$ cat config.mk
export PLATFORM = sky130hd
export DESIGN_NAME = rect_draw_engine
export DESIGN_NICKNAME = d
export VERILOG_FILES = /design/src/rtl/rect_draw_engine.sv
export SDC_FILE = /design/constraint.sdc
export NUM_CORES = 1
export LEC_CHECK = 0
export CORE_MARGIN = 8
export CORE_UTILIZATION = 50
export CTS_CLUSTER_DIAMETER = 100
export DETAILED_ROUTE_END_ITERATION = 6
export PLACE_DENSITY = 0.81
export SLEW_MARGIN = 10
export SYNTH_ARGS = -nofsm -noshare
export SYNTH_HDL_FRONTEND = slang
export SYNTH_SLANG_ARGS = --single-unit
$ cat constraint.sdc
create_clock -name clk -period 4.52 [get_ports clk]
set_input_delay 0.452 -clock clk [delete_from_list [all_inputs] [get_ports clk]]
set_output_delay 0.452 -clock clk [all_outputs]
set_load 0.01 [all_outputs]
$ cat src/rtl/rect_draw_engine.sv
// rect_draw_engine
// Rectangle rasteriser. It accepts fill, outline and full-frame clear
// commands over a valid/ready port. Each rectangle is clipped to the frame,
// then one pixel write per cycle is issued toward the framebuffer controller,
// and the engine stalls while the controller reports busy.
//
// Ports:
//   clk, reset          rising-edge clock, synchronous active-high reset
//   cmd_valid/ready     command handshake
//   cmd_op              0=fill, 1=outline, 2=clear frame, 3=fill
//   cmd_x/y/w/h         top-left corner and size in pixels
//   cmd_color           pixel value written
//   abort               end the current command early
//   mem_wr/addr/wr_data write request; accepted when mem_wr & ~mem_busy
//   mem_busy            controller back-pressure
//   done, aborted       one-cycle completion pulse and its cause
//   pix_count           writes accepted for the current/last command
module rect_draw_engine #(
  parameter int FRAME_WIDTH  = 480,
  parameter int FRAME_HEIGHT = 272,
  parameter int COORD_WIDTH  = 10,
  parameter int ADDR_WIDTH   = 23,
  parameter int DATA_WIDTH   = 32,
  parameter int FB_BASE      = 0
) (
  input  logic                   clk,
  input  logic                   reset,
  input  logic                   cmd_valid,
  output logic                   cmd_ready,
  input  logic [1:0]             cmd_op,
  input  logic [COORD_WIDTH-1:0] cmd_x,
  input  logic [COORD_WIDTH-1:0] cmd_y,
  input  logic [COORD_WIDTH-1:0] cmd_w,
  input  logic [COORD_WIDTH-1:0] cmd_h,
  input  logic [DATA_WIDTH-1:0]  cmd_color,
  input  logic                   abort,
  output logic                   mem_wr,
  output logic [ADDR_WIDTH-1:0]  mem_addr,
  output logic [DATA_WIDTH-1:0]  mem_wr_data,
  input  logic                   mem_busy,
  output logic                   done,
  output logic                   aborted,
  output logic [ADDR_WIDTH-1:0]  pix_count
);

  localparam logic [1:0] IDLE  = 2'd0;
  localparam logic [1:0] CLIP  = 2'd1;
  localparam logic [1:0] WRITE = 2'd2;
  localparam logic [1:0] DONE  = 2'd3;

  localparam int CW1 = COORD_WIDTH + 1;
  localparam logic [CW1-1:0]         FW_C  = CW1'(FRAME_WIDTH);
  localparam logic [CW1-1:0]         FH_C  = CW1'(FRAME_HEIGHT);
  localparam logic [COORD_WIDTH-1:0] XMAX  = COORD_WIDTH'(FRAME_WIDTH - 1);
  localparam logic [COORD_WIDTH-1:0] YMAX  = COORD_WIDTH'(FRAME_HEIGHT - 1);
  localparam logic [ADDR_WIDTH-1:0]  PITCH = ADDR_WIDTH'(FRAME_WIDTH);
  localparam logic [ADDR_WIDTH-1:0]  BASE  = ADDR_WIDTH'(FB_BASE);

  logic [1:0]             r_state;
  logic                   r_mem_wr, r_done, r_aborted;
  logic [ADDR_WIDTH-1:0]  r_mem_addr, r_pix_count, r_row_base;
  logic [DATA_WIDTH-1:0]  r_mem_wr_data, r_color;
  logic [1:0]             r_op;
  logic [COORD_WIDTH-1:0] r_x, r_y, r_w, r_h;
  logic [COORD_WIDTH-1:0] r_x0, r_y0, r_x1, r_y1, r_cx, r_cy;

  assign cmd_ready   = (r_state == IDLE);
  assign mem_wr      = r_mem_wr;
  assign mem_addr    = r_mem_addr;
  assign mem_wr_data = r_mem_wr_data;
  assign done        = r_done;
  assign aborted     = r_aborted;
  assign pix_count   = r_pix_count;

  // Clip: one extra bit on the end coordinates so x+w / y+h cannot wrap.
  logic [CW1-1:0]         w_xend, w_yend;
  logic [COORD_WIDTH-1:0] w_x0, w_y0, w_x1, w_y1;
  logic                   w_empty;
  logic [ADDR_WIDTH-1:0]  w_row0;

  assign w_xend = {1'b0, r_x} + {1'b0, r_w};
  assign w_yend = {1'b0, r_y} + {1'b0, r_h};

  always_comb begin
    w_x0    = r_x;
    w_y0    = r_y;
    w_x1    = (w_xend > FW_C) ? XMAX : COORD_WIDTH'(w_xend - CW1'(1));
    w_y1    = (w_yend > FH_C) ? YMAX : COORD_WIDTH'(w_yend - CW1'(1));
    w_empty = (r_w == '0) || (r_h == '0) ||
              ({1'b0, r_x} >= FW_C) || ({1'b0, r_y} >= FH_C);
    if (r_op == 2'd2) begin
      w_x0    = '0;
      w_y0    = '0;
      w_x1    = XMAX;
      w_y1    = YMAX;
      w_empty = 1'b0;
    end
  end

  // Only the first row base needs a multiply; later rows add the pitch.
  assign w_row0 = BASE + ADDR_WIDTH'(w_y0) * PITCH;

  // Next-pixel walk
  logic                   w_accept, w_last, w_row_end, w_interior;
  logic [COORD_WIDTH-1:0] w_nx, w_ny;
  logic [ADDR_WIDTH-1:0]  w_nbase;

  assign w_accept   = r_mem_wr & ~mem_busy;
  assign w_row_end  = (r_cx == r_x1);
  assign w_last     = w_row_end && (r_cy == r_y1);
  // Interior rows of an outline only touch the two clipped edge columns.
  assign w_interior = (r_op == 2'd1) && (r_cy != r_y0) && (r_cy != r_y1);

  always_comb begin
    w_nx    = r_cx + COORD_WIDTH'(1);
    w_ny    = r_cy;
    w_nbase = r_row_base;
    if (w_row_end) begin
      w_nx    = r_x0;
      w_ny    = r_cy + COORD_WIDTH'(1);
      w_nbase = r_row_base + PITCH;
    end else if (w_interior && (r_cx == r_x0)) begin
      w_nx = r_x1;
    end
  end

  // Control state and write port
  always_ff @(posedge clk) begin
    if (reset) begin
      r_state       <= IDLE;
      r_mem_wr      <= 1'b0;
      r_mem_addr    <= '0;
      r_mem_wr_data <= '0;
      r_done        <= 1'b0;
      r_aborted     <= 1'b0;
      r_pix_count   <= '0;
    end else begin
      case (r_state)
        IDLE: begin
          r_done    <= 1'b0;
          r_aborted <= 1'b0;
          if (cmd_valid) begin
            r_pix_count <= '0;
            r_state     <= CLIP;
          end
        end
        CLIP: begin
          if (abort) begin
            r_state   <= DONE;
            r_done    <= 1'b1;
            r_aborted <= 1'b1;
          end else if (w_empty) begin
            r_state <= DONE;
            r_done  <= 1'b1;
          end else begin
            r_mem_wr      <= 1'b1;
            r_mem_addr    <= w_row0 + ADDR_WIDTH'(w_x0);
            r_mem_wr_data <= r_color;
            r_state       <= WRITE;
          end
        end
        WRITE: begin
          if (w_accept) begin
            r_pix_count <= r_pix_count + ADDR_WIDTH'(1);
            if (w_last || abort) begin
              // An abort coinciding with the final accept is a normal finish.
              r_mem_wr  <= 1'b0;
              r_state   <= DONE;
              r_done    <= 1'b1;
              r_aborted <= ~w_last;
            end else begin
              r_mem_addr <= w_nbase + ADDR_WIDTH'(w_nx);
            end
          end else if (abort) begin
            r_mem_wr  <= 1'b0;
            r_state   <= DONE;
            r_done    <= 1'b1;
            r_aborted <= 1'b1;
          end
        end
        default: begin
          r_done    <= 1'b0;
          r_aborted <= 1'b0;
          r_state   <= IDLE;
        end
      endcase
    end
  end

  // Command and walk registers; control above qualifies their use.
  always_ff @(posedge clk) begin
    if (r_state == IDLE && cmd_valid) begin
      r_op    <= cmd_op;
      r_x     <= cmd_x;
      r_y     <= cmd_y;
      r_w     <= cmd_w;
      r_h     <= cmd_h;
      r_color <= cmd_color;
    end
    if (r_state == CLIP) begin
      r_x0       <= w_x0;
      r_y0       <= w_y0;
      r_x1       <= w_x1;
      r_y1       <= w_y1;
      r_cx       <= w_x0;
      r_cy       <= w_y0;
      r_row_base <= w_row0;
    end
    if (r_state == WRITE && w_accept) begin
      r_cx       <= w_nx;
      r_cy       <= w_ny;
      r_row_base <= w_nbase;
    end
  end

endmodule

==> parameters.txt <==
Parameter                              Value

Outcome
  Run status ... completed

Timing
  Post-route clock skew ... around 23 ps
  Final Setup Violations ... 0
  Ratio of final minimum period to clock period ... ~95%
  Relative slew slack ... a little under a third
  Final Hold Violating Endpoints ... 0
  Worst hold slack ... 451.2 ps
  Max Transition Viols Final ... 0
  Final WS setup ... approximately 240 ps
  Setup total negative slack ... 0 ps
  Transition time at the pin with the least slew margin ... between 1000 and 1500 ps
  Achievable clock frequency ... around 230 MHz
  Post-layout minimum cycle time ... ~4300 ps

Pwr
  Power, Total ... around 11 mW
  Maximum vdd drop ... roughly 450 uV
  Leak Pwr ... slightly below 6 nW
  Power density cells ... about 720 nW/um2

Critical path
  Logic depth of the worst register-to-register path ... 15
  R2R Setup Slk ... between 200 and 250 ps
  Arrival @ worst endpoint ... ~4700 ps
  Required time reported for the critical path endpoint ... roughly 5000 ps
  Critical path fanouts, max ... 11
  Worst setup SP type ... register
  Worst reg2reg path startpoint ... r_op[0]
  Kind of end point of the critical path ... register
  Worst setup startpoint ... r_op[0]
  Cell with the largest stage delay on the worst path ... sky130_fd_sc_hd__fa_1
  Ordered list of cells on the worst path ... nand2b_1 -> and2_1 -> ha_1 -> fa_1 -> inv_1 -> fa_1 -> xnor2_1 -> ha_1 -> nand2_1 -> o21ai_0 -> nand3_1 -> xnor2_1 -> a21oi_1 -> o21ai_0 -> a21oi_1
  Delay of the slowest cell on the worst path ... 520 ps
  Setup CP Type ... register to register
  End of the worst register-to-register path ... mem_addr[12]
  Endpoint of the most critical setup path ... mem_addr[12]

Synthesis
  Number of cells produced by synthesis ... 1303
  Dominant cells by area after synthesis ... sky130_fd_sc_hd__edfxtp_1, sky130_fd_sc_hd__dfxtp_1, sky130_fd_sc_hd__ha_1, sky130_fd_sc_hd__xnor2_1, sky130_fd_sc_hd__nand2_1
  Proportion of netlist area held by the largest area contributor ... 34.42%
  Fraction of synthesis flops using an asynchronous set or reset pin ... 0%
  Cell type with the largest total area after synthesis ... sky130_fd_sc_hd__edfxtp_1
  Commonest cells in the netlist ... sky130_fd_sc_hd__nand2_1, sky130_fd_sc_hd__edfxtp_1, sky130_fd_sc_hd__nor2_1
  Number of synthesized flops with an enable pin ... 152
  Synthesized cell area ... between 10000 and 15000 um2
  Main synth FF type ... sky130_fd_sc_hd__edfxtp_1
  Seq/Total Area, Yosys ... 46.96%
  Post-synthesis average cell area ... slightly above 10 um2
  Mapped Nets ... ~1500
  FF+latch count, synth ... ~240
  Yosys warns ... 0
  Most instantiated library cell after synthesis ... sky130_fd_sc_hd__nand2_1
  Number of distinct library cell variants in the gate-level netlist after synthesis ... 81

Placed design
  Pre-CTS worst setup slack ... roughly 160 ps
  Count of buffers inserted at the top-level ports ... 160
  Weighted congestion reported at the end of routability-driven placement ... around 0.93
  Post-place instance area ... approximately 15000 um2
  Detailed-placement wirelength estimate ... ~24 mm

Run
  Total of max-cap violations ... 0

Route
  Iter 0 DRT Violations ... around 790
  Vias ... between 10000 and 15000
  Number of iterations in the first detailed-routing pass ... 6
  Post-detailed-route via-to-cell ratio ... approximately 5.7
  Remaining DRCs ... 0
  Aggregate routed wire length ... 33.07 mm
  Count of antenna-violating nets left after detailed routing ... 0
  Avg WL per Cell ... around 18 um

Global routing
  Pin count of the biggest net entering global routing ... 55
  Global-route usage over all layers ... between 20% and 30%
  Number of global-route vias before repair ... around 10000
  Remaining global-route overflow ... 0
  Number of antenna violations at the first check in global routing ... 0
  Wire length of the first global-routing pass ... ~52 mm

Floorplanning
  Die width ... around 180 um
  Ports placed on the boundary ... roughly 160
  Die outline area ... 31990 um2
  Row cnt ... ~60
  Initial Utilization ... approximately 51%
  Vertical extent of the die ... between 150 and 200 um
  Area of the core region ... roughly 26000 um2

Min path
  Classification of the worst-slack hold path ... register to register
  Hold Path Origin ... mem_wr_data[3]

Cells and area
  Area growth syn-to-layout ... 21.03%
  Final instance area ... 16050 um2
  Diode count ... 0
  Number of nets in the final layout ... between 1500 and 2000
  Fraction of layout cells with a size suffix above 1 ... under 10%
  Fillers ... slightly above 2000

Clock network
  Clock root buffer master ... sky130_fd_sc_hd__clkbuf_16
  Setup Fix Bufs, Post-CTS ... 0
  TritonCTS sink count ... 235
  Bufs on Longest Clock Path ... 3
  H-tree levels ... 1
  Clock transition at the registers of the reported paths ... around 60 ps
  Clock insertion delay at the later pin of the skew report ... about 530 ps
  CTS tree ... built
  Post-CTS Hold Fix Bufs ... 0
  Clock buffers created by TritonCTS ... 26
[cell families (layout without fill, tap and decap cells)]
group                    count (synthesis)  after routing  share of synthesized area [%]
AND/OR/NAND/NOR                        448            448                          16.53
buffers and inverters                  113            287                          3.463
adder cells (fa/ha/maj)                 78             78                          8.153
flip-flops                             235            235                          46.96
multiplexers                            23             23                          1.821
XOR/XNOR                               150            150                          10.08
AO/OA/AOI/OAI                          256            256                          12.99
[how the worst min path moves through the flow]
stage / endpoint / slack [ps] / cells after the start
floorplan: mem_wr_data[0] / 470 / 2
global placement: mem_wr_data[8] / 440 / 2
detailed placement: mem_wr_data[30] / 450 / 2
CTS: r_color[18] / 450 / 1
global route: r_h[8] / 460 / 1
finish: mem_wr_data[3] / 450 / 2
[worst max-delay path: cells and delay by family, from the launching register on]
kind,cells,cell delay [ps]
AOI/OAI and AO/OA,4,860
adders and majority gates,4,1640
buffers and inverters,1,60
DFF,1,410
and+or+nand+nor,4,910
xor gates and xnor gates,2,350
[layout make-up]
type                            count  area, um2  share of cell area [%]
Clock buffer                       38      758.2                   4.725
Clock inverter                      9      68.82                  0.4288
Inverter                           56      210.2                   1.310
Multi-Input combinational cell    955       6589                   41.06
Sequential cell                   235       6226                   38.80
Tap cell                          335      419.2                   2.612
Timing Repair Buffer              184       1777                   11.07
[placed cells by master (no fill, tap or decap), types with 5 or more instances in the layout]
master                              n
sky130_fd_sc_hd__nor2_1            85
sky130_fd_sc_hd__nor4_1             5
sky130_fd_sc_hd__a21oi_1           79
sky130_fd_sc_hd__mux2i_1           14
sky130_fd_sc_hd__and3_1            16
sky130_fd_sc_hd__nor3b_1            5
sky130_fd_sc_hd__fa_1              15
sky130_fd_sc_hd__nand2b_1           8
sky130_fd_sc_hd__o211ai_1          15
sky130_fd_sc_hd__mux2_2             8
sky130_fd_sc_hd__nand4_1           19
sky130_fd_sc_hd__o21a_1            15
sky130_fd_sc_hd__clkdlybuf4s50_1  159
sky130_fd_sc_hd__a21o_1            18
sky130_fd_sc_hd__o21ai_1           10
sky130_fd_sc_hd__clkbuf_1           8
sky130_fd_sc_hd__ha_1              59
sky130_fd_sc_hd__nand3_1           49
sky130_fd_sc_hd__nor3_1            19
sky130_fd_sc_hd__inv_1             56
sky130_fd_sc_hd__dfxtp_1           83
sky130_fd_sc_hd__clkbuf_16         28
sky130_fd_sc_hd__nor2b_1            8
sky130_fd_sc_hd__o21ai_0           46
sky130_fd_sc_hd__nand2_1          169
sky130_fd_sc_hd__xnor2_1           81
sky130_fd_sc_hd__and2_1            25
sky130_fd_sc_hd__buf_4             24
sky130_fd_sc_hd__a211oi_1          14
sky130_fd_sc_hd__xor2_1            67
sky130_fd_sc_hd__edfxtp_1         152
sky130_fd_sc_hd__and4_1             8
sky130_fd_sc_hd__or3_1              8
[report_power, final]
part	total [mW]	internal [mW]	leakage, nW	switching (mW)
Sequential	3.57	3.08	2.09	0.492
Clock	2.04	1.21	0.405	0.827
Combinational	5.88	2.45	3.41	3.42
Total	11.5	6.75	5.90	4.74
[sequential cells by signal, summed over array words and instances, names as in the netlist]
signal and cells:
r_x 10, r_op 2, pix_count 23, r_state 2
mem_addr 23, done 1, r_y0 10, r_x0 10
r_y1 10, aborted 1, r_x1 10, mem_wr 1
r_color 32, r_y 10, r_cy 10, r_cx 10
r_w 10, r_row_base 18, r_h 10, mem_wr_data 32
[per-layer routing]
layer  wire length [um]  global-route usage [%]
met4               1495                   8.922
met5                  0                       0
met2              15800                   33.74
met1              13670                   25.20
met3               2113                   3.433
[per-stage QoR]
stage          utilization, %  instances
2_1_floorplan               -       1303
3_3_place_gp            58.38       1765
3_5_place_dp            58.38       1765
4_1_cts                 61.55       1812
5_1_grt                 61.58       1812
6_report                61.58       1812
[repair_timing]
action / 4_1_cts / 5_1_grt
setup endpoints to repair: 0 / 9
endpoints found under the hold margin: 0 / 0
gates resized for setup: 0 / 3
Power figures use the tool's default switching activity.
